### src/rtl/spi_pkg_tx_if.sv
// spi_pkg_tx_if: FIFO-side and SPI-side signals of the packet transmitter
interface spi_pkg_tx_if #(
  parameter int DATA_WIDTH = 8,
  parameter int CNT_WIDTH = 13
);
  logic                  package_ready;
  logic [DATA_WIDTH-1:0] fifo_dout;
  logic                  fifo_valid;
  logic                  fifo_empty;
  logic                  fifo_rd_en;
  logic                  intr_out;
  logic                  spi_cs_n;
  logic                  spi_sck;
  logic                  spi_miso;
  logic                  spi_miso_oe;
  logic [CNT_WIDTH-1:0]  byte_cnt;
  logic                  pkg_done;
  logic                  underrun;
  modport master (
    output package_ready, fifo_dout, fifo_valid, fifo_empty, spi_cs_n, spi_sck,
    input  fifo_rd_en, intr_out, spi_miso, spi_miso_oe, byte_cnt, pkg_done, underrun
  );
  modport slave (
    input  package_ready, fifo_dout, fifo_valid, fifo_empty, spi_cs_n, spi_sck,
    output fifo_rd_en, intr_out, spi_miso, spi_miso_oe, byte_cnt, pkg_done, underrun
  );
endinterface

### src/rtl/spi_pkg_tx.sv
// spi_pkg_tx: SPI-slave transmitter serving one prefetched FIFO package per host interrupt
module spi_pkg_tx #(
  parameter int DATA_WIDTH = 8,
  parameter int PKG_BYTES = 4864,
  parameter int CNT_WIDTH = 13
) (
  input logic         sys_clk,
  input logic         rst_n,
  spi_pkg_tx_if.slave bus
);
  typedef enum logic [2:0] {IDLE, LOAD, ARMED, XFER, DONE} state_e;
  localparam logic [CNT_WIDTH-1:0] PKG = CNT_WIDTH'(PKG_BYTES);
  localparam logic [2:0] LAST = 3'(DATA_WIDTH - 1);
  state_e                state_q;
  logic [2:0]            cs_q, sck_q, bit_q;
  logic [DATA_WIDTH-1:0] cur_q, hold_q;
  logic [CNT_WIDTH-1:0]  fetch_q, byte_q;
  logic                  hold_full_q, got_q, reload_q, pend_q, rd_q, intr_q, done_q, under_q;
  logic                  cs_fall, cs_rise, sck_rise, sck_fall, act, fetch_ok, issue, reload;
  assign cs_fall  = cs_q[2] & ~cs_q[1];
  assign cs_rise  = ~cs_q[2] & cs_q[1];
  assign sck_rise = ~sck_q[2] & sck_q[1];
  assign sck_fall = sck_q[2] & ~sck_q[1];
  assign act      = state_q == ARMED || state_q == XFER;
  // only one read may be outstanding, and only into an empty hold register
  assign fetch_ok = !hold_full_q && !pend_q && fetch_q != PKG && !bus.fifo_empty;
  assign issue    = fetch_ok && (act || (state_q == LOAD && got_q));
  assign reload   = state_q == XFER && reload_q && (sck_fall || cs_rise);
  always_ff @(posedge sys_clk or negedge rst_n) begin
    if (!rst_n) begin
      state_q     <= IDLE;
      cs_q        <= '1;
      sck_q       <= '0;
      bit_q       <= '0;
      cur_q       <= '0;
      hold_q      <= '0;
      fetch_q     <= '0;
      byte_q      <= '0;
      hold_full_q <= 1'b0;
      got_q       <= 1'b0;
      reload_q    <= 1'b0;
      pend_q      <= 1'b0;
      rd_q        <= 1'b0;
      intr_q      <= 1'b0;
      done_q      <= 1'b0;
      under_q     <= 1'b0;
    end else begin
      cs_q   <= {cs_q[1:0], bus.spi_cs_n};
      sck_q  <= {sck_q[1:0], bus.spi_sck};
      rd_q   <= issue;
      done_q <= 1'b0;
      if (issue) begin
        pend_q  <= 1'b1;
        fetch_q <= fetch_q + 1'b1;
      end
      case (state_q)
        IDLE: if (bus.package_ready && !bus.fifo_empty) begin
          rd_q    <= 1'b1;
          pend_q  <= 1'b1;
          fetch_q <= fetch_q + 1'b1;
          state_q <= LOAD;
        end
        LOAD: if (got_q) begin
          got_q   <= 1'b0;
          intr_q  <= 1'b1;
          state_q <= ARMED;
        end else if (bus.fifo_valid && pend_q) begin
          got_q <= 1'b1;
          bit_q <= '0;
        end
        ARMED: if (cs_fall) state_q <= XFER;
        XFER: if (cs_rise) begin
          bit_q   <= '0;
          state_q <= ARMED;
        end else if (sck_rise && bit_q == LAST) begin
          byte_q   <= byte_q + 1'b1;
          reload_q <= byte_q != PKG - 1'b1;
          done_q   <= byte_q == PKG - 1'b1;
          intr_q   <= byte_q != PKG - 1'b1;
          state_q  <= byte_q == PKG - 1'b1 ? DONE : XFER;
        end else if (sck_fall && !reload_q) bit_q <= bit_q + 1'b1;
        DONE: if (cs_q[1]) begin
          byte_q      <= '0;
          fetch_q     <= '0;
          hold_full_q <= 1'b0;
          state_q     <= IDLE;
        end
        default: state_q <= IDLE;
      endcase
      // an empty hold register at reload time sends a zero byte and flags underrun
      if (reload) begin
        reload_q    <= 1'b0;
        bit_q       <= '0;
        hold_full_q <= 1'b0;
        cur_q       <= hold_full_q ? hold_q : '0;
        under_q     <= under_q | !hold_full_q;
      end
      if (bus.fifo_valid && pend_q) begin
        pend_q <= 1'b0;
        if (state_q == LOAD) cur_q <= bus.fifo_dout;
        else begin
          hold_q      <= bus.fifo_dout;
          hold_full_q <= 1'b1;
        end
      end
    end
  end
  assign bus.fifo_rd_en  = rd_q;
  assign bus.intr_out    = intr_q;
  assign bus.spi_miso    = act & cur_q[LAST - bit_q];
  assign bus.spi_miso_oe = act & ~cs_q[1];
  assign bus.byte_cnt    = byte_q;
  assign bus.pkg_done    = done_q;
  assign bus.underrun    = under_q;
endmodule

### src/flat_wrapper.sv
// flat-port wrapper written by rule: the top's interface ports become plain ports
module spi_pkg_tx_flat 
#(
  parameter int DATA_WIDTH = 8,
  parameter int PKG_BYTES = 4864,
  parameter int CNT_WIDTH = 13
)
  (sys_clk, rst_n, bus_package_ready, bus_fifo_dout, bus_fifo_valid, bus_fifo_empty, bus_spi_cs_n, bus_spi_sck, bus_fifo_rd_en, bus_intr_out, bus_spi_miso, bus_spi_miso_oe, bus_byte_cnt, bus_pkg_done, bus_underrun);
  spi_pkg_tx_if #(.DATA_WIDTH(DATA_WIDTH), .CNT_WIDTH(CNT_WIDTH)) bus_i ();
  input logic sys_clk;
  input logic rst_n;
  input wire logic [$bits(bus_i.package_ready)-1:0] bus_package_ready;
  input wire logic [$bits(bus_i.fifo_dout)-1:0] bus_fifo_dout;
  input wire logic [$bits(bus_i.fifo_valid)-1:0] bus_fifo_valid;
  input wire logic [$bits(bus_i.fifo_empty)-1:0] bus_fifo_empty;
  input wire logic [$bits(bus_i.spi_cs_n)-1:0] bus_spi_cs_n;
  input wire logic [$bits(bus_i.spi_sck)-1:0] bus_spi_sck;
  output wire logic [$bits(bus_i.fifo_rd_en)-1:0] bus_fifo_rd_en;
  output wire logic [$bits(bus_i.intr_out)-1:0] bus_intr_out;
  output wire logic [$bits(bus_i.spi_miso)-1:0] bus_spi_miso;
  output wire logic [$bits(bus_i.spi_miso_oe)-1:0] bus_spi_miso_oe;
  output wire logic [$bits(bus_i.byte_cnt)-1:0] bus_byte_cnt;
  output wire logic [$bits(bus_i.pkg_done)-1:0] bus_pkg_done;
  output wire logic [$bits(bus_i.underrun)-1:0] bus_underrun;
  assign bus_i.package_ready = bus_package_ready;
  assign bus_i.fifo_dout = bus_fifo_dout;
  assign bus_i.fifo_valid = bus_fifo_valid;
  assign bus_i.fifo_empty = bus_fifo_empty;
  assign bus_i.spi_cs_n = bus_spi_cs_n;
  assign bus_i.spi_sck = bus_spi_sck;
  assign bus_fifo_rd_en = bus_i.fifo_rd_en;
  assign bus_intr_out = bus_i.intr_out;
  assign bus_spi_miso = bus_i.spi_miso;
  assign bus_spi_miso_oe = bus_i.spi_miso_oe;
  assign bus_byte_cnt = bus_i.byte_cnt;
  assign bus_pkg_done = bus_i.pkg_done;
  assign bus_underrun = bus_i.underrun;
  spi_pkg_tx #(.DATA_WIDTH(DATA_WIDTH), .PKG_BYTES(PKG_BYTES), .CNT_WIDTH(CNT_WIDTH)) u_core (.sys_clk(sys_clk), .rst_n(rst_n), .bus(bus_i));
endmodule
### config.mk
export PLATFORM = sky130hd
export DESIGN_NAME = spi_pkg_tx_flat
export DESIGN_NICKNAME = d
export VERILOG_FILES = /design/src/rtl/spi_pkg_tx_if.sv /design/src/rtl/spi_pkg_tx.sv /design/src/flat_wrapper.sv
export SDC_FILE = /design/constraint.sdc
export NUM_CORES = 1
export LEC_CHECK = 0
export BUFFER_PORTS_ARGS = -buffer_cell sky130_fd_sc_hd__buf_4
export CAP_MARGIN = 10
export CORE_UTILIZATION = 63
export DETAILED_ROUTE_END_ITERATION = 8
export PLACE_DENSITY = 0.85
export SKIP_CTS_REPAIR_TIMING = 1
export SLEW_MARGIN = 20
export SYNTH_ARGS = -nofsm -noshare
export SYNTH_HDL_FRONTEND = slang
export SYNTH_SLANG_ARGS = --single-unit
### constraint.sdc
create_clock -name sys_clk -period 6 [get_ports sys_clk]
set_input_delay 0.6 -clock sys_clk [delete_from_list [all_inputs] [get_ports sys_clk]]
set_output_delay 0.6 -clock sys_clk [all_outputs]
set_load 0.02 [all_outputs]
==> run summary, run 1 <==
The run finished with clean final reports. The full die area came out at 0.00531 mm2. In this run the worst path has a maximum fanout of 20. Switching power as a share of total power: 29.6%. The first global-routing pass estimated 11,200 um of wire.

After synthesis, the share of cell area in mux cells is 4.90%. The analysis attributes to cell leakage a power of 0.00159 uW. The internal portion of the total power is 878 uW. Summing the areas of all xor and xnor instances in the mapped netlist gives 1.94% of the synthesized area.

Setup repair after global routing left no endpoint under its margin. For the relative contribution of combinational cells to total power, the log shows 19.7%. Largest family of logic cells by synthesized area: simple AND/OR/NAND/NOR gates. For this run, design rule violations remaining after detail routing come to 0.

The slew at the pin with the worst max-slew slack was 0.775 ns; the hold violation total from the final report was 0. Once layout is complete, the cells apart from fillers number 424. Summed over all nets, the half-perimeter wirelength after detailed placement is 4320 um. In this run the core area contains 25 standard-cell rows. For the final database, setup skew stands at 0.0105 ns. The worst-case IR drop observed on VDD is 0.211 mV. A synthesized cell averages 9.83 um2. Including well taps, the total number of placed cells is 408. The tree is rooted in a sky130_fd_sc_hd__clkbuf_8. Summed over all layers, the global routing overflow is 0. The worst path in the final design needs a cycle of 2.59 ns, including I/O delays and setup. Routability-driven placement finished with a final weighted congestion of 0.817.

After layout, the worst path uses 43.2% of the clock period. Area added between synthesis and finish: 15.5%. Traced cell by cell, the critical path runs through inv_1 > ha_1 > nor2b_1 > nand4_1 > a21oi_2 > clkinv_1 > a21oi_1 > o21ai_0. The worst relative slew slack is 48.3%. Data arrives at the worst endpoint at 2.82 ns. The pre-antenna-repair detailed-routing pass consisted of 5 iterations.

The via count of the routed design is 2,610, and the fraction of the mapped netlist area in compound gates is 15.0%. The fraction of power consumed by sequential logic was 44.4%; the post-synthesis async set-or-reset flop share was 100%. In this run the remaining antenna-violating nets after routing total 0. The buffer and inverter count on the worst path came out at 2. The worst setup path is captured at a flip-flop. The number of global-route vias before repair is 2,395, and the number of distinct library cells after synthesis is 55. The count of flip-flops with a built-in enable after synthesis came out at 0.

The tools report the starting density of the core as 66.1%. In this run, synthesis produced a sequential element count of 62. The synthesized netlist occupies a cell area of 0.00316 mm2.

Most used flip-flop cell after synthesis: sky130_fd_sc_hd__dfrtp_1. The number of max-slew violations in the final report came out at 0. The number of instances in the synthesized netlist was 322; the net count after synthesis was 342. In the final routed layout, each cell accounts on average for 15.7 um. For this run, the number of Yosys warnings is 0. The clock network burns 35.8% of the power.

Sequential cells were found to cover 49.1% of the synthesized design area. The number of clock sinks seen by CTS was 62; the aggregate routed wire length was 6650 um. Broken down by cell family, the worst path's largest delay share belongs to compound AO/OA/AOI/OAI gates. The tools report the achievable frequency as 386 MHz. The slowest cell on the critical path was sky130_fd_sc_hd__a21oi_2.

After routing, the total negative slack on setup checks comes to 0 ns. The final net count was 372. The commonest non-fill, non-tap cell in the layout was sky130_fd_sc_hd__dfrtp_1. For this block, the initial DRC count from the detailed router was 263.

The H-tree generated during clock tree synthesis spans 3 levels. Counting the buffers created by CTS gives 9. The power per standard cell area is 341 mW/mm2. The worst setup path is launched from a flip-flop. The initial antenna violation count was 0. The later pin in the worst-skew pair is clocked with a latency of 0.35 ns. The global-route total usage across every layer came out at 28.3%. Entering global routing, the biggest net connects 63 pins. The clock-pin slew on the worst setup and hold paths was 0.06 ns.

Leaving out fill and tap cells, the most frequent cells in the layout are 59 x sky130_fd_sc_hd__dfrtp_1, 33 x sky130_fd_sc_hd__buf_4, 32 x sky130_fd_sc_hd__nor2_1, 30 x sky130_fd_sc_hd__nand3_1, 25 x sky130_fd_sc_hd__o21ai_0. The clock passes through at most 2 buffers. Max-cap violations in this run came to 0. In this run the standard cell core region covers 0.00479 mm2. The die span in y was 72.9 um; the area fraction in and, or, nand and nor cells after synthesis was 23.1%. TritonCTS built the clock tree. Port buffering added 33 buffers. Summed over all nets, the switching power comes to 369 uW. The share of layout cells above drive strength 1 is 19.6%.

On the worst path, the slowest cell contributes a delay of 0.63 ns. The critical path required time was 6.23 ns. The die extent in x was 72.9 um. The count of boundary I/O pins is 34, and the number of vias per cell is 6.16. The arithmetic-cell share of the synthesized area counting full adders, half adders and majority gates is 1.98%. The worst hold path belongs to the class in2async. The antenna diode count is 0. The critical path is of the reg2reg type. The tools report the number of setup violations in the final report as 0.
-- cell type report --
cell class	count	area [um2]
tap	67	83.8
timing repair buffer	33	248
multi-input combinational	235	1490
inverter	11	41.3
sequential	62	1560
clock inverter	4	95.1
clock buffer	12	145
fill	363	1130
-- synth_stat cells (8+ instances only) --
cell | n | area, um2
sky130_fd_sc_hd__a21oi_1 | 15 | 75.1
sky130_fd_sc_hd__a31oi_1 | 11 | 68.8
sky130_fd_sc_hd__dfrtp_1 | 59 | 1480
sky130_fd_sc_hd__inv_1 | 9 | 33.8
sky130_fd_sc_hd__mux2_2 | 8 | 90.1
sky130_fd_sc_hd__nand2_1 | 17 | 63.8
sky130_fd_sc_hd__nand3_1 | 30 | 150
sky130_fd_sc_hd__nor2_1 | 32 | 120
sky130_fd_sc_hd__o21ai_0 | 25 | 125
sky130_fd_sc_hd__or3_1 | 10 | 62.6
-- cells by family (layout without fill, tap and decap cells) --
family | count (synthesis) | in the layout
AND/OR/NAND/NOR | 134 | 134
AO/OA/AOI/OAI | 77 | 77
flip-flops | 62 | 62
buffers and inverters | 25 | 60
multiplexers | 12 | 12
XOR/XNOR | 7 | 7
adder cells (fa/ha/maj) | 5 | 5
-- metrics by stage --
stage | instance area [um2] | worst slack, ns | utilization, % | power, uW | hold WS [ns]
final | 3650 | 3.41 | 76.3 | 1250 | 0.312
after global routing | 3650 | 3.17 | 76.3 | 1310 | 0.332
after CTS | 3650 | 3.47 | 76.3 | 1250 | 0.336
after detailed placement | 3410 | 3.50 | 71.3 | 798 | 0.344
after global placement | 3410 | 3.56 | 71.3 | 787 | 0.335
after floorplan | 3160 | 4.03 | - | 730 | 0.304
-- worst reg2reg max path, stage by stage (launching register included) --
cell,delay [ns]
sky130_fd_sc_hd__dfrtp_1,0.39
sky130_fd_sc_hd__inv_1,0.14
sky130_fd_sc_hd__ha_1,0.17
sky130_fd_sc_hd__nor2b_1,0.17
sky130_fd_sc_hd__nand4_1,0.20
sky130_fd_sc_hd__a21oi_2,0.63
sky130_fd_sc_hd__clkinv_1,0.45
sky130_fd_sc_hd__a21oi_1,0.22
sky130_fd_sc_hd__o21ai_0,0.09
-- state kept, by name (all words and copies together), names as in the netlist, 3 cells and up --
name and cells:
u_core.bit_q 3, u_core.sck_q 3, u_core.state_q 3, u_core.cur_q 8, u_core.hold_q 8, u_core.bus.byte_cnt 13, u_core.cs_q 3, u_core.fetch_q 13
-- worst paths after layout --
check / startpoint / slack [ns] / to / depth (start not counted)
setup / recovery: u_core.fetch_q[1]$_DFF_PN0_ / 3.41 / u_core.fetch_q[6]$_DFF_PN0_ / 8
hold / removal: rst_n / 0.31 / u_core.bus.byte_cnt[8]$_DFFE_PN0P_ / 1
setup reg to reg: u_core.fetch_q[1]$_DFF_PN0_ / 3.41 / u_core.fetch_q[6]$_DFF_PN0_ / 8
hold reg to reg: u_core.sck_q[0]$_DFF_PN0_ / 0.36 / u_core.sck_q[1]$_DFF_PN0_ / 0
max in group asynchronous: rst_n / 5.15 / u_core.state_q[1]$_DFFE_PN0P_ / 1
min in group sys_clk: bus_spi_cs_n / 0.35 / u_core.cs_q[0]$_DFF_PN1_ / 1
-- routing by layer --
metal  wire (um)  GRT usage (%)  vias to the layer above  part of all wire, %
li1            -              -                     1240                    -
met4         165           13.5                        0                  2.5
met2        3190           43.5                       92                   48
met5           0              0                        -                    0
met3         332           7.87                       22                  5.0
met1        2970           37.4                     1256                   45
-- power by group through the flow --
stage	clock network [uW]	registers, uW	logic (uW)
after global placement	0	555	231
after floorplan	0	532	198
final	447	554	246
after CTS	455	553	246
after detailed placement	0	559	239
after global routing	470	565	273
Power figures use the tool's default switching activity.
==> inputs of run 2 (changes only) <==
--- a/config.mk
+++ b/config.mk
@@ -7,9 +7,9 @@
 export LEC_CHECK = 0
 export BUFFER_PORTS_ARGS = -buffer_cell sky130_fd_sc_hd__buf_4
 export CAP_MARGIN = 10
-export CORE_UTILIZATION = 63
+export CORE_UTILIZATION = 58
 export DETAILED_ROUTE_END_ITERATION = 8
-export PLACE_DENSITY = 0.85
+export PLACE_DENSITY = 0.79
 export SKIP_CTS_REPAIR_TIMING = 1
 export SLEW_MARGIN = 20
 export SYNTH_ARGS = -nofsm -noshare
==> constraint.sdc (replaced) <==
create_clock -name sys_clk -period 2.5 [get_ports sys_clk]
set_input_delay 0.25 -clock sys_clk [delete_from_list [all_inputs] [get_ports sys_clk]]
set_output_delay 0.25 -clock sys_clk [all_outputs]
set_load 0.02 [all_outputs]
==> run summary, run 2 (synthesized netlist as in run 1, its figures left out) <==
The flow ran to the end, but the final reports show violations. The final reports fail on hold timing. For this run, the total global-route usage over all layers was measured as 26.2%.

The worst register-to-register path ends at u_core.fetch_q[6]$_DFF_PN0_. For the worst-skew pair, the clock arrives at the later sink with an insertion delay of 0.33 ns. Worst hold path class: in2async.

The worst setup path is of the reg2reg kind. The run gives 4630 um as the detailed placer's ending HPWL. The deepest level of the CTS H-tree is 3, and the DRC violation count after routing is 0. The clock period minus worst slack was 2.22 ns.

The number of global-route vias before repair is 2,415, and the slew at the pin with the worst max-slew slack is 0.756 ns. For this configuration, the core starts out at a cell density of 61.2%. In the final layout, the share of cells above drive strength 1 is 21.0%. The number of vias per cell is 5.94, and the final net count is 381. Summing all multi-input logic gate instances after layout gives 0.00149 mm2.

From left edge to right edge, the die measures 75.9 um. For the worst setup path, the data arrival time is 2.44 ns. Detailed routing inserted a total of 2,588 vias.

Compared with the post-synthesis result, the final layout area differs by 15.5%. For the leakage component of the power, the log shows 0.00160 uW. The initial antenna violation count was 0. The maximum number of pins on one net before global-route repair is 63. The antenna diode count came out at 0. The clock-pin slew on the worst setup and hold paths is 0.07 ns.

Detailed routing placed a total of 272 um of wire on met3. The count of boundary I/O pins was 34. In this run the top signal layer used is met4. For the post-placement setup slack, the log shows 0.331 ns. Summed over all layers, the routed wires come to 6650 um. For this run the aggregate overflow at the end of global routing stands at 0. The number of filler cells placed in the layout came out at 391. The floorplan has 26 rows.

The library cells used most frequently in the layout, excluding fill and tap cells, are 59 x sky130_fd_sc_hd__dfrtp_1, 42 x sky130_fd_sc_hd__buf_4, 32 x sky130_fd_sc_hd__nor2_1, 30 x sky130_fd_sc_hd__nand3_1, 25 x sky130_fd_sc_hd__o21ai_0. Counting every sink on the clock net gives 62. The commonest non-fill, non-tap cell in the layout was sky130_fd_sc_hd__dfrtp_1.

After layout, the design draws a total of 2700 uW. The run gives 11 as the hold violation total from the final report. Dividing the detail-routed wire length by the instance count gives 15.2 um. For flop-to-flop paths, the worst setup slack is 0.28 ns. The number of clock buffers added by TritonCTS is 9. The number of max-slew violations in the final report was 0. The clock tree root driver cell was sky130_fd_sc_hd__clkbuf_8. The full die area is 0.00575 mm2, and the critical path required time is 2.72 ns. The final critical-path setup slack is 0.278 ns, and the routed length on met2 is 3290 um.

Across the routed clock network, the largest skew measured is 0.00692 ns. The count of buffers added on input and output ports is 33. Routability-driven placement finished with a final weighted congestion of 0.853. The floorplan step defined a core boundary enclosing 0.00517 mm2. The worst setup path is captured at a flip-flop. From bottom edge to top edge, the die measures 75.9 um. The number of setup violations in the final report is 0, and the depth of the worst register-to-register path is 8.

The worst pin sits at a relative slew slack of 49.6%. The first global-routing pass estimated 11,100 um of wire. The startpoint of the worst-slack reg-to-reg timing path is u_core.fetch_q[0]$_DFF_PN0_.

Post-route worst hold slack: -0.0181 ns. In this run, the number of DRC markers left after iteration 0 of detailed routing was 176. The tools report the met1 layer wirelength in the final routing as 2950 um. For the final routed database, the setup TNS stands at 0 ns.

The tools report the max-capacitance violation count as 0. The final worst-path cycle share is 88.9%. Type of origin of the critical path: a flip-flop. The pre-antenna-repair detailed-routing pass consisted of 4 iterations. Setup repair after global routing left no endpoint under its margin. For this run, the top clock speed supported by timing is 450 MHz. Largest fanout on the critical path: 12. TritonCTS built the clock tree.

IR analysis of the VDD net gives a maximum drop of 0.445 mV. Registers take 0.00156 mm2. The run gives 2 as the deepest clock path buffer count. Once detail routing completed, the nets flagged for antenna violations numbered 0. The power per standard cell area came out at 739 mW/mm2.
## run 2: changes by cell type in the layout (fill, tap and decap cells not counted), sizes merged
cell	previous run	this run
buf	33	42
bufinv	3	0
clkbuf	12	15
## run 2: critical path: stages (launching register included)
cell                       delay, ns
sky130_fd_sc_hd__dfrtp_1        0.42
sky130_fd_sc_hd__inv_1          0.12
sky130_fd_sc_hd__ha_1           0.15
sky130_fd_sc_hd__nor2b_1        0.13
sky130_fd_sc_hd__nand4_1        0.18
sky130_fd_sc_hd__a21oi_2        0.46
sky130_fd_sc_hd__clkinv_1       0.34
sky130_fd_sc_hd__a21oi_1        0.21
sky130_fd_sc_hd__o21ai_0        0.09
## run 2: power breakdown
group	switching [uW]	leakage, uW	total [uW]	internal (uW)
clock network	364	0.0000877	778	415
registers	167	0.000762	1330	1160
logic	322	0.000747	595	273
## run 2: how the worst max path moves through the flow
stage / start / slack [ns] / endpoint
6_report: u_core.fetch_q[0]$_DFF_PN0_ / 0.28 / u_core.fetch_q[6]$_DFF_PN0_
5_1_grt: u_core.fetch_q[1]$_DFF_PN0_ / 0.04 / u_core.fetch_q[6]$_DFF_PN0_
3_3_place_gp: u_core.fetch_q[0]$_DFF_PN0_ / 0.46 / u_core.fetch_q[6]$_DFF_PN0_
4_1_cts: u_core.fetch_q[0]$_DFF_PN0_ / 0.31 / u_core.fetch_q[6]$_DFF_PN0_
3_5_place_dp: u_core.fetch_q[0]$_DFF_PN0_ / 0.33 / u_core.fetch_q[6]$_DFF_PN0_
2_1_floorplan: u_core.bit_q[0]$_DFFE_PN0P_ / 0.53 / u_core.bus.byte_cnt[11]$_DFFE_PN0P_
## run 2: area by class of cell
class	count	share of cell area, %
clock buffers	15	4.55
repair buffers	42	8.62
multi-input cells	235	40.6
well taps	70	2.40
clock inverters	1	0.137
inverters	11	1.13
flip-flops and latches	62	42.5
## run 2: metrics by stage
step	utilization (%)	hold WS [ns]	cell area, um2	instances
floorplan	-	-0.0456	3160	322
global placement	67.4	0.333	3480	420
detailed placement	67.4	0.339	3480	420
CTS	70.7	0.0106	3660	436
global route	70.7	0.00762	3660	436
finish	70.7	-0.0181	3660	436
## run 2: metal layers
layer,vias up,GRT usage [%]
met1,1259,34.5
met2,63,42.3
met5,-,0
li1,1254,-
met3,12,4.37
met4,0,12.8
